===== config.mk =====
export PLATFORM = sky130hd
export DESIGN_NAME = alu_writeback_regfile_flat
export DESIGN_NICKNAME = d
export VERILOG_FILES = /design/src/rtl/alu_writeback_regfile_if.sv /design/src/rtl/alu_writeback_regfile.sv /design/src/flat_wrapper.sv
export SDC_FILE = /design/constraint.sdc
export NUM_CORES = 1
export LEC_CHECK = 0
export CORE_MARGIN = 2
export CORE_UTILIZATION = 46
export DETAILED_ROUTE_END_ITERATION = 12
export GPL_ROUTABILITY_DRIVEN = 1
export PLACE_DENSITY_LB_ADDON = 0.1
export SKIP_LAST_GASP = 1
export SLEW_MARGIN = 20
export SYNTH_ARGS = -nofsm -noshare
export SYNTH_HDL_FRONTEND = slang
export SYNTH_SLANG_ARGS = --single-unit
export TNS_END_PERCENT = 1

===== constraint.sdc =====
create_clock -name Clk -period 1.95 [get_ports Clk]
set_clock_uncertainty 0.1 [all_clocks]
set_input_delay 0.2925 -clock Clk [delete_from_list [all_inputs] [get_ports Clk]]
set_output_delay 0.2925 -clock Clk [all_outputs]
set_load 0.01 [all_outputs]

===== src/rtl/alu_writeback_regfile_if.sv =====
// Writeback/register-file bundle: ALU result capture,
// operand read ports and debug/status outputs.
interface alu_writeback_regfile_if #(
    parameter int AW = 2,
    parameter int DW = 8
);
    logic          ex_valid;
    logic          ex_write_en;
    logic          ex_flag_en;
    logic [AW-1:0] ex_dest;
    logic [DW-1:0] ALU_out;
    logic          ALU_zero;
    logic [AW-1:0] rd_addr_a;
    logic [AW-1:0] rd_addr_b;
    logic [DW-1:0] rd_data_a;
    logic [DW-1:0] rd_data_b;
    logic          zero_flag;
    logic          wb_valid;
    logic [AW-1:0] wb_dest;
    logic [DW-1:0] wb_data;
    logic [15:0]   commit_count;

    modport master (
        output ex_valid, ex_write_en, ex_flag_en, ex_dest,
        output ALU_out, ALU_zero, rd_addr_a, rd_addr_b,
        input  rd_data_a, rd_data_b, zero_flag,
        input  wb_valid, wb_dest, wb_data, commit_count
    );

    modport slave (
        input  ex_valid, ex_write_en, ex_flag_en, ex_dest,
        input  ALU_out, ALU_zero, rd_addr_a, rd_addr_b,
        output rd_data_a, rd_data_b, zero_flag,
        output wb_valid, wb_dest, wb_data, commit_count
    );
endinterface


===== src/rtl/alu_writeback_regfile.sv =====
// Register file with a one-stage writeback pipeline,
// read-port bypass, zero flag and commit counter.
module alu_writeback_regfile #(
    parameter int AW = 2,
    parameter int DW = 8
) (
    input logic                   Clk,
    input logic                   Reset,
    alu_writeback_regfile_if.slave bus
);
    localparam int NR = 1 << AW;

    logic [DW-1:0] regs_q [NR];
    logic [DW-1:0] regs_d [NR];
    logic          wb_valid_q, wb_valid_d;
    logic          wb_we_q, wb_we_d;
    logic [AW-1:0] wb_dest_q, wb_dest_d;
    logic [DW-1:0] wb_data_q, wb_data_d;
    logic          zero_flag_q, zero_flag_d;
    logic [15:0]   commit_count_q, commit_count_d;
    logic          commit;

    assign commit = wb_valid_q && wb_we_q;

    // Next state: retire the pending write, capture the new result.
    always_comb begin
        regs_d         = regs_q;
        wb_valid_d     = 1'b0;
        wb_we_d        = 1'b0;
        wb_dest_d      = wb_dest_q;
        wb_data_d      = wb_data_q;
        zero_flag_d    = zero_flag_q;
        commit_count_d = commit_count_q;
        if (commit) begin
            regs_d[wb_dest_q] = wb_data_q;
            commit_count_d    = commit_count_q + 16'd1;
        end
        if (bus.ex_valid) begin
            wb_valid_d = 1'b1;
            wb_we_d    = bus.ex_write_en;
            wb_dest_d  = bus.ex_dest;
            wb_data_d  = bus.ALU_out;
            if (bus.ex_flag_en) begin
                zero_flag_d = bus.ALU_zero;
            end
        end
    end

    // State registers; reset discards any pending writeback.
    always_ff @(posedge Clk or posedge Reset) begin
        if (Reset) begin
            for (int i = 0; i < NR; i++) begin
                regs_q[i] <= '0;
            end
            wb_valid_q     <= 1'b0;
            wb_we_q        <= 1'b0;
            wb_dest_q      <= '0;
            wb_data_q      <= '0;
            zero_flag_q    <= 1'b0;
            commit_count_q <= '0;
        end else begin
            for (int i = 0; i < NR; i++) begin
                regs_q[i] <= regs_d[i];
            end
            wb_valid_q     <= wb_valid_d;
            wb_we_q        <= wb_we_d;
            wb_dest_q      <= wb_dest_d;
            wb_data_q      <= wb_data_d;
            zero_flag_q    <= zero_flag_d;
            commit_count_q <= commit_count_d;
        end
    end

    // Read ports: the in-flight write shadows the array entry.
    always_comb begin
        bus.rd_data_a = regs_q[bus.rd_addr_a];
        bus.rd_data_b = regs_q[bus.rd_addr_b];
        if (commit && wb_dest_q == bus.rd_addr_a) begin
            bus.rd_data_a = wb_data_q;
        end
        if (commit && wb_dest_q == bus.rd_addr_b) begin
            bus.rd_data_b = wb_data_q;
        end
    end

    assign bus.zero_flag    = zero_flag_q;
    assign bus.wb_valid     = wb_valid_q;
    assign bus.wb_dest      = wb_dest_q;
    assign bus.wb_data      = wb_data_q;
    assign bus.commit_count = commit_count_q;
endmodule


===== src/flat_wrapper.sv =====
// flat-port wrapper written by rule: the top's interface ports become plain ports
module alu_writeback_regfile_flat 
#(
    parameter int AW = 2,
    parameter int DW = 8
)
  (Clk, Reset, bus_ex_valid, bus_ex_write_en, bus_ex_flag_en, bus_ex_dest, bus_ALU_out, bus_ALU_zero, bus_rd_addr_a, bus_rd_addr_b, bus_rd_data_a, bus_rd_data_b, bus_zero_flag, bus_wb_valid, bus_wb_dest, bus_wb_data, bus_commit_count);
  alu_writeback_regfile_if #(.AW(AW), .DW(DW)) bus_i ();
  input logic Clk;
  input logic Reset;
  input wire logic [$bits(bus_i.ex_valid)-1:0] bus_ex_valid;
  input wire logic [$bits(bus_i.ex_write_en)-1:0] bus_ex_write_en;
  input wire logic [$bits(bus_i.ex_flag_en)-1:0] bus_ex_flag_en;
  input wire logic [$bits(bus_i.ex_dest)-1:0] bus_ex_dest;
  input wire logic [$bits(bus_i.ALU_out)-1:0] bus_ALU_out;
  input wire logic [$bits(bus_i.ALU_zero)-1:0] bus_ALU_zero;
  input wire logic [$bits(bus_i.rd_addr_a)-1:0] bus_rd_addr_a;
  input wire logic [$bits(bus_i.rd_addr_b)-1:0] bus_rd_addr_b;
  output wire logic [$bits(bus_i.rd_data_a)-1:0] bus_rd_data_a;
  output wire logic [$bits(bus_i.rd_data_b)-1:0] bus_rd_data_b;
  output wire logic [$bits(bus_i.zero_flag)-1:0] bus_zero_flag;
  output wire logic [$bits(bus_i.wb_valid)-1:0] bus_wb_valid;
  output wire logic [$bits(bus_i.wb_dest)-1:0] bus_wb_dest;
  output wire logic [$bits(bus_i.wb_data)-1:0] bus_wb_data;
  output wire logic [$bits(bus_i.commit_count)-1:0] bus_commit_count;
  assign bus_i.ex_valid = bus_ex_valid;
  assign bus_i.ex_write_en = bus_ex_write_en;
  assign bus_i.ex_flag_en = bus_ex_flag_en;
  assign bus_i.ex_dest = bus_ex_dest;
  assign bus_i.ALU_out = bus_ALU_out;
  assign bus_i.ALU_zero = bus_ALU_zero;
  assign bus_i.rd_addr_a = bus_rd_addr_a;
  assign bus_i.rd_addr_b = bus_rd_addr_b;
  assign bus_rd_data_a = bus_i.rd_data_a;
  assign bus_rd_data_b = bus_i.rd_data_b;
  assign bus_zero_flag = bus_i.zero_flag;
  assign bus_wb_valid = bus_i.wb_valid;
  assign bus_wb_dest = bus_i.wb_dest;
  assign bus_wb_data = bus_i.wb_data;
  assign bus_commit_count = bus_i.commit_count;
  alu_writeback_regfile #(.AW(AW), .DW(DW)) u_core (.Clk(Clk), .Reset(Reset), .bus(bus_i));
endmodule

==> results of run 1 <==
-- tightest hold or removal path: stages --
cell	delay, ns
sky130_fd_sc_hd__clkdlybuf4s50_1	0.41
sky130_fd_sc_hd__inv_2	0.07
sky130_fd_sc_hd__buf_12	0.29
-- power breakdown --
part	switching [mW]	internal (mW)
combinational	0.472	1.02
sequential	0.279	1.57
clock	0.490	0.622
-- layout by cell type, fill, tap and decap left out, types with 4 or more instances in the layout --
master                            synthesis  routed
sky130_fd_sc_hd__clkbuf_8                 0      10
sky130_fd_sc_hd__mux4_2                  16      16
sky130_fd_sc_hd__mux2_2                  60      45
sky130_fd_sc_hd__nand3_1                  6       6
sky130_fd_sc_hd__buf_12                   0       5
sky130_fd_sc_hd__xnor2_1                  9       9
sky130_fd_sc_hd__nand2_1                  6       6
sky130_fd_sc_hd__nor2_1                   4       4
sky130_fd_sc_hd__clkdlybuf4s50_1          0      43
sky130_fd_sc_hd__dlygate4sd2_1            0       4
sky130_fd_sc_hd__buf_6                    3      19
sky130_fd_sc_hd__dfrtp_1                 61      61
sky130_fd_sc_hd__xor2_1                  10      10
sky130_fd_sc_hd__mux2_4                   0      15
sky130_fd_sc_hd__buf_4                    0      23
-- final cells by class --
class                      instances  area, um^2  area share, %
sequential                        61        1530           35.2
multi-input combinational        130        1500           34.4
timing repair buffer              97        1020           23.6
clock buffer                      12         145           3.34
tap                               77        96.3           2.22
clock inverter                     4        47.5           1.10
inverter                           2        7.51          0.173
-- routing by layer --
layer	GRT usage [%]	vias up
met5	0	-
met4	5.92	0
met3	4.77	7
li1	-	949
met1	28.0	1055
met2	30.0	53
-- registers in the layout, indices dropped and copies added (netlist names) --
| signal | cells |
|---|---|
| u_core.bus.commit_count | 16 |
| u_core.regs_q | 32 |
| u_core.bus.wb_valid | 1 |
| u_core.bus.zero_flag | 1 |
| u_core.bus.wb_dest | 2 |
| u_core.wb_we_q | 1 |
| u_core.bus.wb_data | 8 |
-- cell families (layout without fill, tap and decap cells) --
logic type / count (synthesis) / in the layout / share of synthesized area (%)
adder cells (fa/ha/maj): 1 / 1 / 0.412
AND/OR/NAND/NOR: 34 / 34 / 7.38
multiplexers: 76 / 76 / 34.2
buffers and inverters: 11 / 115 / 2.23
XOR/XNOR: 19 / 19 / 5.49
flip-flops: 61 / 61 / 50.3
-- metrics by stage --
| step | util (%) | cells |
|---|---|---|
| floorplan | - | 202 |
| global placement | 61.7 | 357 |
| detailed placement | 61.7 | 357 |
| CTS | 68.3 | 383 |
| global route | 68.4 | 383 |
| finish | 68.4 | 383 |
-- repair_timing --
item                       in CTS  in global routing
gates resized for setup       101                  1
setup endpoints to repair      16                 16
pin swaps                       4                  4
buffers inserted                8                  0
gates cloned                    2                  0
-- final timing paths --
kind / slack, ns / start / endpoint / depth (start not counted)
max in group asynchronous: 1.25 / Reset / u_core.regs_q[7] / 3
worst max register to register: 0.20 / u_core.bus.commit_count[0] / u_core.bus.commit_count[14] / 5
worst max-delay path: -0.26 / u_core.bus.wb_dest[0] / bus_rd_data_a[1] / 6
min in group Clk: 0.37 / u_core.bus.commit_count[15] / u_core.bus.commit_count[15] / 1
worst min-delay path: 0.23 / Reset / u_core.bus.wb_data[6] / 3
worst min register to register: 0.37 / u_core.bus.commit_count[15] / u_core.bus.commit_count[15] / 1
==> metrics.log, run 1 <==
[metrics] number of max-slew violations in the final report: 0
[metrics] fraction of synthesized cell area taken by the top area cell type: 50.3%
[metrics] average cell area after synthesis: 15.0 um^2
[metrics] number of detailed-route iterations in the first pass: 4
[metrics] highest clock rate: 453 MHz
[metrics] clock latency on the worst-skew pair: 0.34 ns
[metrics] GRT Util Overall: 19.6%
[metrics] number of global-route vias before repair: 2,091
[metrics] total number of clock tree sinks: 61
[metrics] Core Footprint: 0.00635 mm^2
[metrics] count of input and output buffers: 63
[metrics] CTS tree: yes
[metrics] cell with the most instances after synthesis: sky130_fd_sc_hd__dfrtp_1
[metrics] DRC viols: 0
[metrics] type of the most critical hold path: input pin to asynchronous set/reset pin
[metrics] CTS Root Cell: sky130_fd_sc_hd__clkbuf_8
[metrics] leakage power: 1.92 nW
[metrics] sequential share of the synthesized area: 50.3%
[metrics] nets: 322
[metrics] number of flops mapped to enable cells by yosys: 0
[metrics] count of final hold-check violations: 0
[metrics] Final min period: 2.21 ns
[metrics] cell occurring most often along the worst timing path: sky130_fd_sc_hd__buf_6
[metrics] total of flip-flops plus latches after synthesis: 61
[metrics] result of the run: complete, but fails checks
[metrics] Placement Setup Slack: -0.739 ns
[metrics] HPWL Detailed: 4310 um
[metrics] hold-fix buffers at CTS: 0
[metrics] Period Utilization, post-route: 113%
[metrics] final instance area: 0.00434 mm^2
[metrics] gr ovfl total: 0
[metrics] Max stage delay cell, worst path: sky130_fd_sc_hd__dfrtp_1
[metrics] Die Footprint: 0.00726 mm^2
[metrics] global-route wire length before repair: 10,800 um
[metrics] Post-synth ARST share: 100%
[metrics] horizontal extent of the die: 85.2 um
[metrics] post-synthesis to final-layout area growth: 43.1%
[metrics] diode insertion count for antenna repair: 0
[metrics] fillcell total: 468
[metrics] mapped cell area: 0.00303 mm^2
[metrics] number of cells produced by synthesis: 202
[metrics] dominant cells by area after synthesis: sky130_fd_sc_hd__dfrtp_1, sky130_fd_sc_hd__mux2_2, sky130_fd_sc_hd__mux4_2
[metrics] maximum number of pins on one net before global-route repair: 62
[metrics] Avg WL per Cell: 17.6 um
[metrics] Via-to-Cell Ratio: 5.39
[metrics] placed standard-cell area: 0.00392 mm^2
[metrics] Worst Path Max Fanout: 3
[metrics] worst path buffer plus inverter count: 3
[metrics] number of warnings printed during yosys synthesis: 0
[metrics] number of DRC violations after detailed-routing iteration 0: 111
[metrics] ports placed on the boundary: 64
[metrics] clock slew seen by the registers of the worst setup and hold paths: 0.07 ns
[metrics] PwrDens: 1030 mW/mm^2
[metrics] share of layout cells above drive strength 1: 48.0%
[metrics] Top Family by Delay on Critical Path: flip-flops
[metrics] violated checks: setup timing
[metrics] RePlAce Congestion: 0.729
[metrics] number of buffers on the longest clock path: 2
[metrics] post-route ant nets: 0
[metrics] routed via count: 2,064
[metrics] number of buffers inserted during clock tree synthesis: 9
[metrics] starting utilization of the core area: 47.8%
[metrics] top cell types by occurrence after synthesis: sky130_fd_sc_hd__dfrtp_1, sky130_fd_sc_hd__mux2_2, sky130_fd_sc_hd__mux4_2
[metrics] Relative slew margins: 78.5%
[metrics] total negative slack for setup checks: -3.94 ns
[metrics] post-layout worst setup margin: -0.259 ns
[metrics] top routing layer in use: met4
[metrics] top flip-flop cell by instance count after synthesis: sky130_fd_sc_hd__dfrtp_1
[metrics] number of antenna violations at the first check in global routing: 0
[metrics] longest individual stage delay on the worst path: 0.42 ns
[metrics] chain of cells forming the critical path: xor2_1 > nor3_2 > buf_6 > buf_12 > mux2_4 > buf_6
[metrics] Setup CP Type: flip-flop to output port
[metrics] amount of wire on met2 after detailed routing: 3240 um
[metrics] Tot Pwr: 4.45 mW
[metrics] Critical Path AT: 1.82 ns
[metrics] minimum hold slack: 0.230 ns
[metrics] DIE HEIGHT: 85.2 um
[metrics] Row Count: 29
[metrics] number of maximum-capacitance violations: 0
[metrics] Post-Synthesis Net Count: 223
[metrics] Worst setup EP type: output port
[metrics] setup repair after global routing missed its margin: yes
[metrics] Post-Route M1 WL: 3110 um
[metrics] area leader, netlist: sky130_fd_sc_hd__dfrtp_1
[metrics] met3 WL: 329 um
[metrics] number of unique standard cell types used by synthesis: 24
[metrics] slew at the pin closest to its max-slew limit: 0.323 ns
[metrics] required time reported for the critical path endpoint: 1.56 ns
[metrics] htree depth: 3
[metrics] detailed-route wire length: 6760 um
[metrics] setup violators final: 16
[metrics] startpoint type of the worst setup path: flip-flop
[metrics] maximum ir drop on the vdd rail: 0.699 mV
No activity file was read; power rests on OpenSTA's default activity.
==> run 2: changes to the inputs <==
==> constraint.sdc (replaced) <==
create_clock -name Clk -period 1.95 [get_ports Clk]
set_clock_uncertainty 0.1 [all_clocks]
set_input_delay 0.2925 -clock Clk [delete_from_list [all_inputs] [get_ports Clk]]
set_output_delay 0.2925 -clock Clk [all_outputs]
set_load 0.005 [all_outputs]
==> run 2 against run 1 <==
The flow still finishes with violations (setup timing). Maximum frequency is 1.8% lower. Utilization decreased by 1.1 points. Non-clock buffer count up 1. Highest routed layer unchanged. Register-to-register slack about the same. Sequential share of layout area increased by 0.60 points. Setup slack worse by 0.041 ns. Global-route usage grew 0.096 points. Worst hold slack hardly changed. Critical path depth shrank 1.
==> metrics.log, run 2 (synthesized netlist as in run 1, its figures left out) <==
[metrics] setup repair after global routing missed its margin: yes (unchanged)
[metrics] number of buffers inserted during clock tree synthesis: 9 (unchanged)
[metrics] highest clock rate: 444 MHz (was 453 MHz)
[metrics] HPWL Detailed: 4330 um (was 4310 um)
[metrics] most flop-heavy register: u_core.regs_q (unchanged)
[metrics] fillcell total: 489 (was 468)
[metrics] total number of clock tree sinks: 61 (unchanged)
[metrics] final instance area: 0.00427 mm^2 (was 0.00434 mm^2)
[metrics] GRT Util Overall: 19.7% (was 19.6%)
[metrics] Row Count: 29 (unchanged)
[metrics] number of antenna violations at the first check in global routing: 0 (unchanged)
[metrics] count of final hold-check violations: 0 (unchanged)
[metrics] type of the most critical hold path: input pin to asynchronous set/reset pin (unchanged)
[metrics] Core Footprint: 0.00635 mm^2 (unchanged)
[metrics] startpoint type of the worst setup path: flip-flop (unchanged)
[metrics] number of global-route vias before repair: 2,096 (was 2,091)
[metrics] horizontal extent of the die: 85.2 um (unchanged)
[metrics] Critical Path AT: 1.86 ns (was 1.82 ns)
[metrics] Worst setup EP type: output port (unchanged)
[metrics] Period Utilization, post-route: 115% (was 113%)
[metrics] CTS tree: yes (unchanged)
[metrics] DRC viols: 0 (unchanged)
[metrics] diode insertion count for antenna repair: 0 (unchanged)
[metrics] most frequent standard cell in the layout excluding fill and tap cells: sky130_fd_sc_hd__dfrtp_1 (unchanged)
[metrics] Avg WL per Cell: 17.2 um (was 17.6 um)
[metrics] violated checks: setup timing (unchanged)
[metrics] Worst Path Max Fanout: 4 (was 3)
[metrics] detailed-route wire length: 6590 um (was 6760 um)
[metrics] count of input and output buffers: 63 (unchanged)
[metrics] nets: 323 (was 322)
[metrics] post-layout worst setup margin: -0.300 ns (was -0.259 ns)
[metrics] number of maximum-capacitance violations: 0 (unchanged)
[metrics] PwrDens: 988 mW/mm^2 (was 1030 mW/mm^2)
[metrics] maximum number of pins on one net before global-route repair: 62 (unchanged)
[metrics] number of detailed-route iterations in the first pass: 4 (unchanged)
[metrics] chain of cells forming the critical path: xor2_1 > nor3_2 > buf_4 > mux2_2 > clkdlybuf4s15_1 (was xor2_1 > nor3_2 > buf_6 > buf_12 > mux2_4 > buf_6)
[metrics] placed standard-cell area: 0.00392 mm^2 (unchanged)
[metrics] Relative slew margins: 78.2% (was 78.5%)
[metrics] Max stage delay cell, worst path: sky130_fd_sc_hd__dfrtp_1 (unchanged)
[metrics] number of DRC violations after detailed-routing iteration 0: 140 (was 111)
[metrics] ports placed on the boundary: 64 (unchanged)
[metrics] RePlAce Congestion: 0.732 (was 0.729)
[metrics] longest individual stage delay on the worst path: 0.43 ns (was 0.42 ns)
[metrics] CTS Root Cell: sky130_fd_sc_hd__clkbuf_8 (unchanged)
[metrics] DIE HEIGHT: 85.2 um (unchanged)
[metrics] global-route wire length before repair: 10,900 um (was 10,800 um)
[metrics] clock slew seen by the registers of the worst setup and hold paths: 0.07 ns (about the same)
[metrics] Via-to-Cell Ratio: 5.26 (was 5.39)
[metrics] number of max-slew violations in the final report: 0 (unchanged)
[metrics] post-synthesis to final-layout area growth: 40.7% (was 43.1%)
[metrics] max reg flops: 32 (unchanged)
[metrics] slew at the pin closest to its max-slew limit: 0.327 ns (was 0.323 ns)
[metrics] Tot Pwr: 4.21 mW (was 4.45 mW)
[metrics] post-route ant nets: 0 (unchanged)
[metrics] number of buffers on the longest clock path: 2 (unchanged)
[metrics] Final min period: 2.25 ns (was 2.21 ns)
[metrics] Setup CP Type: flip-flop to output port (unchanged)
[metrics] maximum ir drop on the vdd rail: 0.548 mV (was 0.699 mV)
[metrics] Die Footprint: 0.00726 mm^2 (unchanged)
[metrics] clock latency on the worst-skew pair: 0.33 ns (was 0.34 ns)
[metrics] result of the run: complete, but fails checks (unchanged)
[metrics] most frequent cells in the layout: sky130_fd_sc_hd__dfrtp_1, sky130_fd_sc_hd__mux2_2, sky130_fd_sc_hd__clkdlybuf4s50_1 (unchanged)
[metrics] starting utilization of the core area: 47.8% (unchanged)
[metrics] htree depth: 3 (unchanged)
[metrics] share of layout cells above drive strength 1: 47.2% (was 48.0%)
[metrics] hold-fix buffers at CTS: 0 (unchanged)
[metrics] gr ovfl total: 0 (unchanged)
[metrics] leakage power: 1.90 nW (was 1.92 nW)
[metrics] required time reported for the critical path endpoint: 1.56 ns (about the same)
[metrics] setup violators final: 16 (unchanged)
[metrics] routed via count: 2,019 (was 2,064)
-- run 2: cell count changes in the layout (fill, tap and decap cells not counted), moves of 5 or more --
| cell | delta |
|---|---|
| sky130_fd_sc_hd__mux2_4 | -5 |
| sky130_fd_sc_hd__mux2_2 | +5 |
| sky130_fd_sc_hd__buf_6 | -9 |
| sky130_fd_sc_hd__buf_2 | +6 |
| sky130_fd_sc_hd__clkdlybuf4s15_1 | +6 |
-- run 2: stage by stage --
stage	setup TNS [ns]	std cells	hold WS (ns)	utilization, %	setup WS [ns]
2_1_floorplan	0	202	0.224	-	0.0445
3_3_place_gp	-10.22	357	0.361	61.7	-0.664
3_5_place_dp	-10.49	357	0.379	61.7	-0.686
4_1_cts	-4.65	384	0.244	67.4	-0.299
5_1_grt	-5.79	384	0.284	67.2	-0.385
6_report	-4.32	384	0.230	67.2	-0.300
-- run 2: final cells by class --
cell class              instances  area [um^2]  area share, %
flip-flops and latches         61         1530           35.8
clock inverters                 5         50.0           1.17
repair buffers                 98          970           22.7
well taps                      77         96.3           2.26
multi-input cells             130         1480           34.6
clock buffers                  11          141           3.31
inverters                       2         7.51          0.176
-- run 2: power by group --
| part | total (mW) | switching [mW] | internal (mW) |
|---|---|---|---|
| sequential | 1.84 | 0.273 | 1.57 |
| clock | 1.10 | 0.483 | 0.617 |
| combinational | 1.27 | 0.364 | 0.909 |
| total | 4.21 | 1.12 | 3.10 |
-- run 2: timing repair --
action                                  4_1_cts  5_1_grt
pin swaps                                     4        2
cloned                                        2        0
endpoints found under the hold margin         0        0
resized for setup                            77        3
buffers inserted                              9        0
endpoints found under the setup margin       16       16
-- run 2: worst max-delay path: cells and delay by family, from the launching register on --
family        cells  cell delay (ns)
buf+inv           2             0.38
mux               1             0.34
simple gates      1             0.20
flops             1             0.43
xor+xnor          1             0.17
-- run 2: worst paths after layout --
| path | end | startpoint | cells after the start | slack [ns] |
|---|---|---|---|---|
| max | bus_rd_data_b[5] | u_core.bus.wb_dest[1] | 5 | -0.30 |
| min | u_core.bus.commit_count[13] | Reset | 3 | 0.23 |
| max reg2reg | u_core.bus.commit_count[14] | u_core.bus.commit_count[0] | 5 | 0.21 |
| min reg2reg | u_core.bus.commit_count[15] | u_core.bus.commit_count[15] | 1 | 0.38 |
| max in group asynchronous | u_core.regs_q[2] | Reset | 3 | 1.24 |
| min in group Clk | u_core.bus.commit_count[15] | u_core.bus.commit_count[15] | 1 | 0.38 |
-- run 2: per-layer routing --
metal	track usage (%)	vias up	part of all wire [%]
li1	-	953	-
met1	29.2	1016	47
met2	29.5	44	49
met3	3.50	6	3.6
met4	6.93	0	0.97
met5	0	-	0
